### config.mk
export PLATFORM = sky130hd
export DESIGN_NAME = load_store_unit
export DESIGN_NICKNAME = d
export VERILOG_FILES = /design/src/rtl/load_store_unit.sv
export SDC_FILE = /design/constraint.sdc
export NUM_CORES = 1
export LEC_CHECK = 0
export CORE_MARGIN = 1.5
export CORE_UTILIZATION = 44
export CTS_CLUSTER_SIZE = 14
export DETAILED_ROUTE_END_ITERATION = 16
export GPL_TIMING_DRIVEN = 0
export PLACE_DENSITY = 0.85
export SYNTH_ARGS = -nofsm -noshare
export SYNTH_HDL_FRONTEND = slang
export SYNTH_SLANG_ARGS = --single-unit
export TNS_END_PERCENT = 5
### constraint.sdc
create_clock -name clock -period 2.8 [get_ports clock]
set_input_delay 0.28 -clock clock [delete_from_list [all_inputs] [get_ports clock]]
set_output_delay 0.28 -clock clock [all_outputs]
set_load 0.005 [all_outputs]
### src/rtl/load_store_unit.sv
// Load/store unit: single outstanding request between execute and the memory port.
// Checks alignment, drives the memory strobes and returns one response per request.
//
// state  | meaning
// -------+-----------------------------------------------------------
// IDLE   | ready for a request; memory outputs hold last values
// ACCESS | address presented; store strobe asserted for this cycle
// WAIT   | load in flight; counting down the memory read latency
// RESP   | one-cycle response pulse, then back to IDLE
module load_store_unit #(
    parameter int XLEN         = 32,
    parameter int READ_LATENCY = 1
) (
    input  logic            clock,
    input  logic            reset,
    input  logic            req_valid,
    output logic            req_ready,
    input  logic            req_store,
    input  logic [1:0]      req_width,
    input  logic            req_unsigned,
    input  logic [XLEN-1:0] req_addr,
    input  logic [XLEN-1:0] req_wdata,
    output logic            resp_valid,
    output logic            resp_fault,
    output logic [XLEN-1:0] resp_rdata,
    output logic [XLEN-1:0] mem_addr,
    output logic [1:0]      mem_wwidth,
    output logic            mem_wenable,
    output logic [XLEN-1:0] mem_wdata,
    input  logic [XLEN-1:0] mem_rdata
);

    localparam logic [1:0] WRITE_BYTE     = 2'b00;
    localparam logic [1:0] WRITE_HALFWORD = 2'b01;
    localparam logic [1:0] WRITE_WORD     = 2'b10;

    localparam int CW = $clog2(READ_LATENCY + 1);

    typedef enum logic [1:0] {
        IDLE   = 2'b00,
        ACCESS = 2'b01,
        WAIT   = 2'b10,
        RESP   = 2'b11
    } state_t;

    state_t            state_q;
    state_t            state_d;
    logic              store_q;
    logic [1:0]        width_q;
    logic              unsigned_q;
    logic              fault_q;
    logic [CW-1:0]     cnt_q;
    logic [XLEN-1:0]   resp_rdata_q;
    logic [XLEN-1:0]   mem_addr_q;
    logic [XLEN-1:0]   mem_wdata_q;
    logic [1:0]        mem_wwidth_q;
    logic              req_fault;
    logic              accept;
    logic              sample;
    logic [XLEN-1:0]   load_ext;
    logic [1:0]        req_wwidth;

    assign req_fault = (req_width == 2'b11)
                     | ((req_width == 2'b01) && req_addr[0])
                     | ((req_width == 2'b10) && (req_addr[1:0] != 2'b00));

    assign accept = req_valid && (state_q == IDLE);
    assign sample = (state_q == WAIT) && (cnt_q == CW'(1));

    always_comb begin
        case (req_width)
            2'b00:   req_wwidth = WRITE_BYTE;
            2'b01:   req_wwidth = WRITE_HALFWORD;
            default: req_wwidth = WRITE_WORD;
        endcase
    end

    always_comb begin
        case (width_q)
            2'b00:   load_ext = {{(XLEN-8){~unsigned_q & mem_rdata[7]}}, mem_rdata[7:0]};
            2'b01:   load_ext = {{(XLEN-16){~unsigned_q & mem_rdata[15]}}, mem_rdata[15:0]};
            default: load_ext = mem_rdata;
        endcase
    end

    always_ff @(posedge clock) begin
        if (!reset) begin
            state_q <= IDLE;
        end else begin
            state_q <= state_d;
        end
    end

    always_comb begin
        state_d     = state_q;
        req_ready   = 1'b0;
        resp_valid  = 1'b0;
        resp_fault  = 1'b0;
        mem_wenable = 1'b0;
        case (state_q)
            IDLE: begin
                req_ready = 1'b1;
                if (req_valid) begin
                    state_d = req_fault ? RESP : ACCESS;
                end
            end
            ACCESS: begin
                // Strobe gated by reset so an abort in this cycle never writes.
                mem_wenable = store_q & reset;
                state_d     = store_q ? RESP : WAIT;
            end
            WAIT: begin
                if (sample) begin
                    state_d = RESP;
                end
            end
            RESP: begin
                resp_valid = 1'b1;
                resp_fault = fault_q;
                state_d    = IDLE;
            end
            default: state_d = IDLE;
        endcase
    end

    always_ff @(posedge clock) begin
        if (!reset) begin
            store_q      <= 1'b0;
            width_q      <= 2'b00;
            unsigned_q   <= 1'b0;
            fault_q      <= 1'b0;
            cnt_q        <= '0;
            resp_rdata_q <= '0;
            mem_addr_q   <= '0;
            mem_wdata_q  <= '0;
            mem_wwidth_q <= WRITE_WORD;
        end else begin
            if (accept) begin
                store_q      <= req_store;
                width_q      <= req_width;
                unsigned_q   <= req_unsigned;
                fault_q      <= req_fault;
                resp_rdata_q <= '0;
                if (!req_fault) begin
                    mem_addr_q <= req_addr;
                    if (req_store) begin
                        mem_wdata_q  <= req_wdata;
                        mem_wwidth_q <= req_wwidth;
                    end
                end
            end
            if ((state_q == ACCESS) && !store_q) begin
                cnt_q <= CW'(READ_LATENCY);
            end
            if (state_q == WAIT) begin
                if (sample) begin
                    resp_rdata_q <= load_ext;
                end else begin
                    cnt_q <= cnt_q - CW'(1);
                end
            end
        end
    end

    assign resp_rdata = resp_rdata_q;
    assign mem_addr   = mem_addr_q;
    assign mem_wdata  = mem_wdata_q;
    assign mem_wwidth = mem_wwidth_q;

endmodule

==> impl_metrics.csv, run 1 <==
group,metric,value,unit
outcome,outcome,"finished, final reports clean",
clock_network,cts_root_buffer,"clkbuf_8",
synth,ys_ff_latch,106,
detailed_routing,drtAntennaViolNets,0,
power_and_ir_drop,pwr_density_cell,579,nW/um^2
clock_network,h-tree-depth,3,
floorplanning,top_level_ports,205,
grt,grt_first_pass_wirelength,19.6,mm
detailed_routing,drt_iter0_markers,128,
detailed_routing,drt-total-wl,12.4,mm
clock_network,cts_buffers,9,
run,max_cap_viol_count,0,
final_layout,nFillCells,789,
floorplanning,core-area,9730,sq um
synth,syn_avg_cell_area,9.10,sq um
grt,overflow,0,
final_layout,layout-drive-gt1-share,5.86,%
clock_network,cts_resized,0,
synth,ys_types,30,
sta,period_share,76.1,%
power_and_ir_drop,p_leak,2.37,nW
worst_setup_path,startpoint_type,"flop",
floorplanning,die_h,103,microns
clock_network,ctsLongestPathBuffers,2,
synth,syn_area,4390,sq um
sta,max-slew-margin-rel,53.6,%
sta,finalSetupTns,0,ps
detailed_routing,firstDrtPassIters,5,
worst_hold_path,hp-class,"in2reg",
synth,yosysWarnings,0,
floorplanning,dieArea,10600,sq um
worst_hold_path,hold_end,"unsigned_q$_SDFFE_PN0P_",
worst_setup_path,r2r.worst_path.cells,7,
clock_network,cts_setup_buffers,0,
final_layout,ff_latch_area,2120,sq um
synth,synth-edff-count,0,
final_layout,multiInputGateArea,2020,sq um
clock_network,tritoncts,"built",
final_layout,antenna_cells,0,
clock_network,cts.clk_slew.worst_paths,90,ps
synth,synthCells,482,
power_and_ir_drop,ir_worst_vdd,0.000291,V
floorplanning,die_width,103,microns
sta,fin_skew,12.4,ps
worst_setup_path,rrSetupSlack,670,ps
grt,grt.total_usage,23.5,%
worst_hold_path,hold_depth,3,
sta,drv_slew,0,
sta,max_freq,469,MHz
detailed_routing,vias,4188,
final_layout,fin_cells,833,
grt,grt_max_degree,18,
placed_design,hpwl,9.59,mm
worst_setup_path,cp_max_fo,10,
worst_setup_path,timing.rr.end,"mem_wdata[23]$_SDFFE_PN0P_",
sta,hold_violations,0,
synth,synth_nets,590,
grt,grt_antenna_before_repair,0,
sta,rsz0062_at_grt,"false",
floorplanning,rows,36,
detailed_routing,wl_per_cell,14.9,microns
worst_setup_path,critPathArrivalTime,2410,ps
sta,period_minus_slack,2130,ps
final_layout,num-nets-final,803,
final_layout,area_growth,53.9,%
sta,worstMarginPinSlew,695,ps
detailed_routing,drc,0,
clock_network,clock_sinks,106,
grt,grt_pass1_vias,4157,
synth,async_reset_ff_share,0,%
placed_design,gp_congestion,0.791,
placed_design,io_buffers,202,
clock_network,hold_buffers,0,
worst_setup_path,critPathCaptureType,"flop",
worst_setup_path,r2r-start,"state_q[0]$_SDFFE_PN0P_",
clock_network,clk_latency,360,ps
worst_setup_path,worstSetupPathType,"reg2reg",
worst_hold_path,min_from,"req_valid",
synth,synth_ff_type,"dfxtp_1",
sta,setup_viol,0,
placed_design,dp_cells,817,
worst_setup_path,required,3080,ps
synth,seq_area_frac_synth,48.4,%
floorplanning,start_util,45.1,%
detailed_routing,viasPerCell,5.03,
## cells in the mapped netlist (3+ instances only)
master,count,area (sq um)
nand2_1,160,601
mux2i_1,66,661
dfxtp_1,106,2120
ha_1,5,62.6
nand3_1,6,30.0
a22oi_1,9,67.6
inv_1,6,22.5
nor2_1,12,45.0
clkbuf_1,27,101
a211oi_1,14,105
buf_2,3,15.0
a211oi_2,10,125
a21oi_1,30,150
buf_6,9,101
## cells by family (layout without fill, tap and decap cells)
family,Yosys count,after routing,synth area share (%)
multiplexers,66,66,15.1
AO/OA/AOI/OAI,73,73,12.9
AND/OR/NAND/NOR,186,186,16.7
buffers and inverters,46,264,5.56
adder cells (fa/ha/maj),5,5,1.43
flip-flops,106,106,48.4
## stage by stage
step                instance area, sq um  setup slack [ps]  total power [mW]  hold WS, ps  util, %
floorplan                           4390              1040              2.47          422        -
global placement                    6580               656              3.02          441     67.6
detailed placement                  6580               629              3.06          447     67.6
CTS                                 6760               680              3.94          296     69.4
global route                        6760               468              4.15          318     69.4
finish                              6760               670              3.91          314     69.4
## power breakdown
part / internal, mW / total (mW) / leakage (nW) / switching (mW)
Combinational: 0.671 / 1.26 / 1.43 / 0.592
Sequential: 1.67 / 1.77 / 0.860 / 0.0979
Clock: 0.354 / 0.879 / 0.0863 / 0.525
Total: 2.70 / 3.91 / 2.37 / 1.22
## layer usage
| layer | vias to the layer above | part of all wire (%) | routed length (microns) | GRT usage, % |
|---|---|---|---|---|
| li1 | 2042 | - | - | - |
| met1 | 1979 | 40 | 4990 | 28.0 |
| met2 | 141 | 50 | 6180 | 39.9 |
| met3 | 26 | 6.8 | 839 | 5.76 |
| met4 | 0 | 3.2 | 397 | 11.4 |
| met5 | - | 0 | 0 | 0 |
## sequential cells by signal, summed over array words and instances, names as in the netlist
| register | flops |
|---|---|
| mem_addr | 32 |
| mem_wdata | 32 |
| resp_rdata | 32 |
| mem_wwidth | 2 |
| state_q | 2 |
| width_q | 2 |
| cnt_q | 1 |
| fault_q | 1 |
| store_q | 1 |
| unsigned_q | 1 |
## how the worst max path moves through the flow
stage,from,depth (start not counted),endpoint
floorplan,state_q[1]$_SDFFE_PN0P_,7,mem_wdata[10]$_SDFFE_PN0P_
finish,state_q[0]$_SDFFE_PN0P_,7,mem_wdata[23]$_SDFFE_PN0P_
global placement,req_width[0],6,mem_wdata[6]$_SDFFE_PN0P_
detailed placement,req_width[0],6,mem_wdata[23]$_SDFFE_PN0P_
global route,state_q[1]$_SDFFE_PN0P_,7,mem_wdata[23]$_SDFFE_PN0P_
CTS,state_q[1]$_SDFFE_PN0P_,7,mem_wdata[23]$_SDFFE_PN0P_
## cell type report
cell class                      count  area share, %
Tap cell                          133           2.46
Clock buffer                       11           2.09
Buffer                             39           3.22
Sequential cell                   106           31.4
Inverter                            7          0.389
Clock inverter                      5          0.556
Multi-Input combinational cell    330           29.9
Timing Repair Buffer              202           29.9
## worst max-delay path, stage by stage (launching register included)
cell and delay, ps:
dfxtp_1 370, inv_1 120, ha_1 170, clkbuf_1 350, nand3_1 240, a21oi_4 350
buf_6 230, mux2i_1 210
## layout by cell type, fill, tap and decap left out
cell type and instances:
buf_6 9, a211oi_1 14, clkinvlp_4 2, a21o_1 1
nor2_1 12, buf_2 3, inv_6 2, clkdlybuf4s50_1 202
a222oi_1 2, a21oi_1 30, nand4_1 1, nand3b_1 1
a221oi_1 1, inv_1 6, nand2b_1 1, or3_1 1
dfxtp_1 106, clkinv_1 1, clkbuf_8 10, or2_1 1
clkbuf_1 28, a21oi_4 2, or4bb_1 1, clkinv_2 1
and2_1 2, nand2_1 160, a22oi_1 9, o311a_4 1
a211oi_2 10, a22o_1 1, o31a_1 1, mux2i_1 66
o221a_2 1, nand3_1 6, ha_1 5
(Power assumes the default switching activity.)
==> inputs of run 2 (changes only) <==
--- a/config.mk
+++ b/config.mk
@@ -6,11 +6,11 @@
 export NUM_CORES = 1
 export LEC_CHECK = 0
 export CORE_MARGIN = 1.5
-export CORE_UTILIZATION = 44
+export CORE_UTILIZATION = 41
 export CTS_CLUSTER_SIZE = 14
 export DETAILED_ROUTE_END_ITERATION = 16
 export GPL_TIMING_DRIVEN = 0
-export PLACE_DENSITY = 0.85
+export PLACE_DENSITY = 0.8
 export SYNTH_ARGS = -nofsm -noshare
 export SYNTH_HDL_FRONTEND = slang
 export SYNTH_SLANG_ARGS = --single-unit
==> constraint.sdc (replaced) <==
create_clock -name clock -period 2.2 [get_ports clock]
set_input_delay 0.22 -clock clock [delete_from_list [all_inputs] [get_ports clock]]
set_output_delay 0.22 -clock clock [all_outputs]
set_load 0.005 [all_outputs]
==> run 2 against run 1 <==
Effect of this change:
- power rose by 27%
- worst hold slack lost 23 ps
- global-route usage is 1.9 points lower
- register-to-register slack worse by 510 ps
- sequential power is 27% higher
- critical path depth did not move
- highest routed layer unchanged
- wire length is 0.19% lower
- first-iteration DRC count is 55% higher
- largest cell class unchanged
- sequential share of layout area hardly changed
- via count decreased by 1.2%
==> impl_metrics.csv, run 2 (synthesis gave the netlist of run 1 again) <==
group,metric,value,unit
sta,max-slew-margin-rel,54.7,%
placed_design,hpwl,9.52,mm
sta,setup_viol,0,
placed_design,gp_congestion,0.816,
final_layout,antenna_cells,0,
worst_hold_path,hp-class,"in2reg",
detailed_routing,wl_per_cell,14.8,microns
sta,hold_violations,0,
run,max_cap_viol_count,0,
floorplanning,die_width,106,microns
detailed_routing,viasPerCell,4.95,
clock_network,cts_buffers,9,
power_and_ir_drop,p_sw,1.55,mW
worst_setup_path,critPathArrivalTime,2320,ps
grt,grt_pass1_vias,4120,
grt,overflow,0,
power_and_ir_drop,seqPwrFrac,45.5,%
worst_setup_path,crit_path_end,"resp_rdata[31]$_SDFF_PN0_",
worst_setup_path,critPathCaptureType,"flop",
detailed_routing,drt_iter0_markers,199,
power_and_ir_drop,p_sw_share,31.2,%
floorplanning,top_level_ports,205,
placed_design,io_buffers,202,
power_and_ir_drop,p_leak,2.38,nW
clock_network,cts_setup_buffers,0,
worst_setup_path,max_stage_delay,410,ps
sta,worst_hold_slack,291,ps
floorplanning,start_util,42.3,%
final_layout,layout_common_cells,"clkdlybuf4s50_1, nand2_1, dfxtp_1, mux2i_1, a21oi_1",
floorplanning,rows,37,
final_layout,layout-drive-gt1-share,6.00,%
worst_setup_path,timing.rr.end,"resp_rdata[31]$_SDFF_PN0_",
floorplanning,die_h,106,microns
worst_setup_path,worstSetupPathType,"reg2reg",
power_and_ir_drop,fin_total_pwr,4.95,mW
clock_network,tritoncts,"built",
worst_setup_path,startpoint_type,"flop",
worst_setup_path,crit_chain,"inv_1, ha_1, and2_1, clkbuf_1, clkbuf_1, a21oi_1, a211oi_1",
worst_setup_path,cpMostUsedCell,"clkbuf_1",
worst_setup_path,cp-startpoint,"state_q[0]$_SDFFE_PN0P_",
worst_setup_path,r2r-start,"state_q[0]$_SDFFE_PN0P_",
grt,grt_first_pass_wirelength,19.7,mm
power_and_ir_drop,pwr_density_cell,734,nW/um^2
floorplanning,core-area,10400,sq um
outcome,outcome,"finished, final reports clean",
power_and_ir_drop,ir_worst_vdd,0.000344,V
final_layout,num-nets-final,803,
grt,grt.total_usage,21.6,%
power_and_ir_drop,internal_power,3.41,mW
detailed_routing,firstDrtPassIters,6,
clock_network,h-tree-depth,3,
clock_network,clk_latency,360,ps
worst_setup_path,cp_max_fo,10,
clock_network,cts_root_buffer,"clkbuf_8",
clock_network,hold_buffers,0,
sta,period_minus_slack,2040,ps
sta,fin_skew,15.6,ps
final_layout,nFillCells,877,
placed_design,dp_cells,820,
power_and_ir_drop,combinationalPowerShare,32.7,%
sta,drv_slew,0,
worst_setup_path,cpMaxStageDelayCell,"clkbuf_1",
sta,worstMarginPinSlew,679,ps
grt,grt_antenna_before_repair,0,
worst_setup_path,required,2480,ps
sta,max_freq,491,MHz
power_and_ir_drop,pwr-share-clk,21.9,%
worst_setup_path,r2r.worst_path.cells,7,
worst_setup_path,cp_num_buf_inv,3,
clock_network,cts_resized,0,
clock_network,ctsLongestPathBuffers,2,
final_layout,fin_cells,836,
clock_network,clock_sinks,106,
worst_setup_path,crit_family,"buffers and inverters",
grt,grt_max_degree,18,
detailed_routing,drc,0,
detailed_routing,vias,4136,
final_layout,final_common_cell,"clkdlybuf4s50_1",
detailed_routing,drt-total-wl,12.4,mm
floorplanning,dieArea,11300,sq um
final_layout,area_growth,53.9,%
worst_setup_path,rrSetupSlack,160,ps
sta,period_share,92.7,%
worst_setup_path,worst-path-stages,7,
clock_network,cts.clk_slew.worst_paths,110,ps
detailed_routing,drtAntennaViolNets,0,
final_layout,design_area,6750,sq um
placed_design,placedInstanceArea,6580,sq um
run 2: worst min-delay path by stage:
stage | startpoint | to | slack [ps] | depth (start not counted)
6_report | req_valid | unsigned_q$_SDFFE_PN0P_ | 290 | 3
5_1_grt | req_valid | unsigned_q$_SDFFE_PN0P_ | 290 | 3
4_1_cts | req_valid | unsigned_q$_SDFFE_PN0P_ | 260 | 3
3_5_place_dp | mem_addr[7]$_SDFFE_PN0P_ | mem_addr[7]$_SDFFE_PN0P_ | 450 | 2
3_3_place_gp | mem_wdata[28]$_SDFFE_PN0P_ | mem_wdata[28]$_SDFFE_PN0P_ | 440 | 2
2_1_floorplan | req_addr[0] | mem_addr[0]$_SDFFE_PN0P_ | 360 | 2
run 2: power groups by stage:
stage / clock network [mW] / registers, mW / logic [mW]
2_1_floorplan: 0 / 2.29 / 0.844
6_report: 1.08 / 2.25 / 1.62
4_1_cts: 1.12 / 2.25 / 1.63
3_3_place_gp: 0 / 2.28 / 1.56
3_5_place_dp: 0 / 2.29 / 1.62
5_1_grt: 1.20 / 2.28 / 1.77
run 2: per-layer routing:
metal / share of wire, % / routed length (microns) / vias to the layer above / GRT usage (%)
met4: 3.1 / 388 / 0 / 8.76
li1: - / - / 2044 / -
met3: 5.5 / 682 / 29 / 4.35
met2: 48 / 6000 / 129 / 37.3
met5: 0 / 0 / - / 0
met1: 43 / 5310 / 1934 / 26.3
run 2: worst reg2reg max path, delay by kind of cell, from the launching register on:
kind,cells,cell delay [ps]
buf+inv,3,820
flops,1,360
compound gates,2,340
fa+ha+maj,1,280
simple gates,1,170
run 2: per-stage QoR:
stage	setup WS, ps	util [%]	TNS [ps]
2_1_floorplan	436	-	0
6_report	161	65.1	0
5_1_grt	-15.1	65.1	-19.5
3_5_place_dp	60.1	63.5	0
4_1_cts	24.1	65.1	0
3_3_place_gp	130	63.5	0
run 2: layout make-up:
cell class	count	area (sq um)	share of cell area, %
clock inverters	5	38.8	0.574
flip-flops and latches	106	2120	31.4
inverters	7	26.3	0.389
clock buffers	11	131	1.95
multi-input cells	330	2020	29.9
plain buffers	39	220	3.26
repair buffers	202	2020	29.9
well taps	136	170	2.52
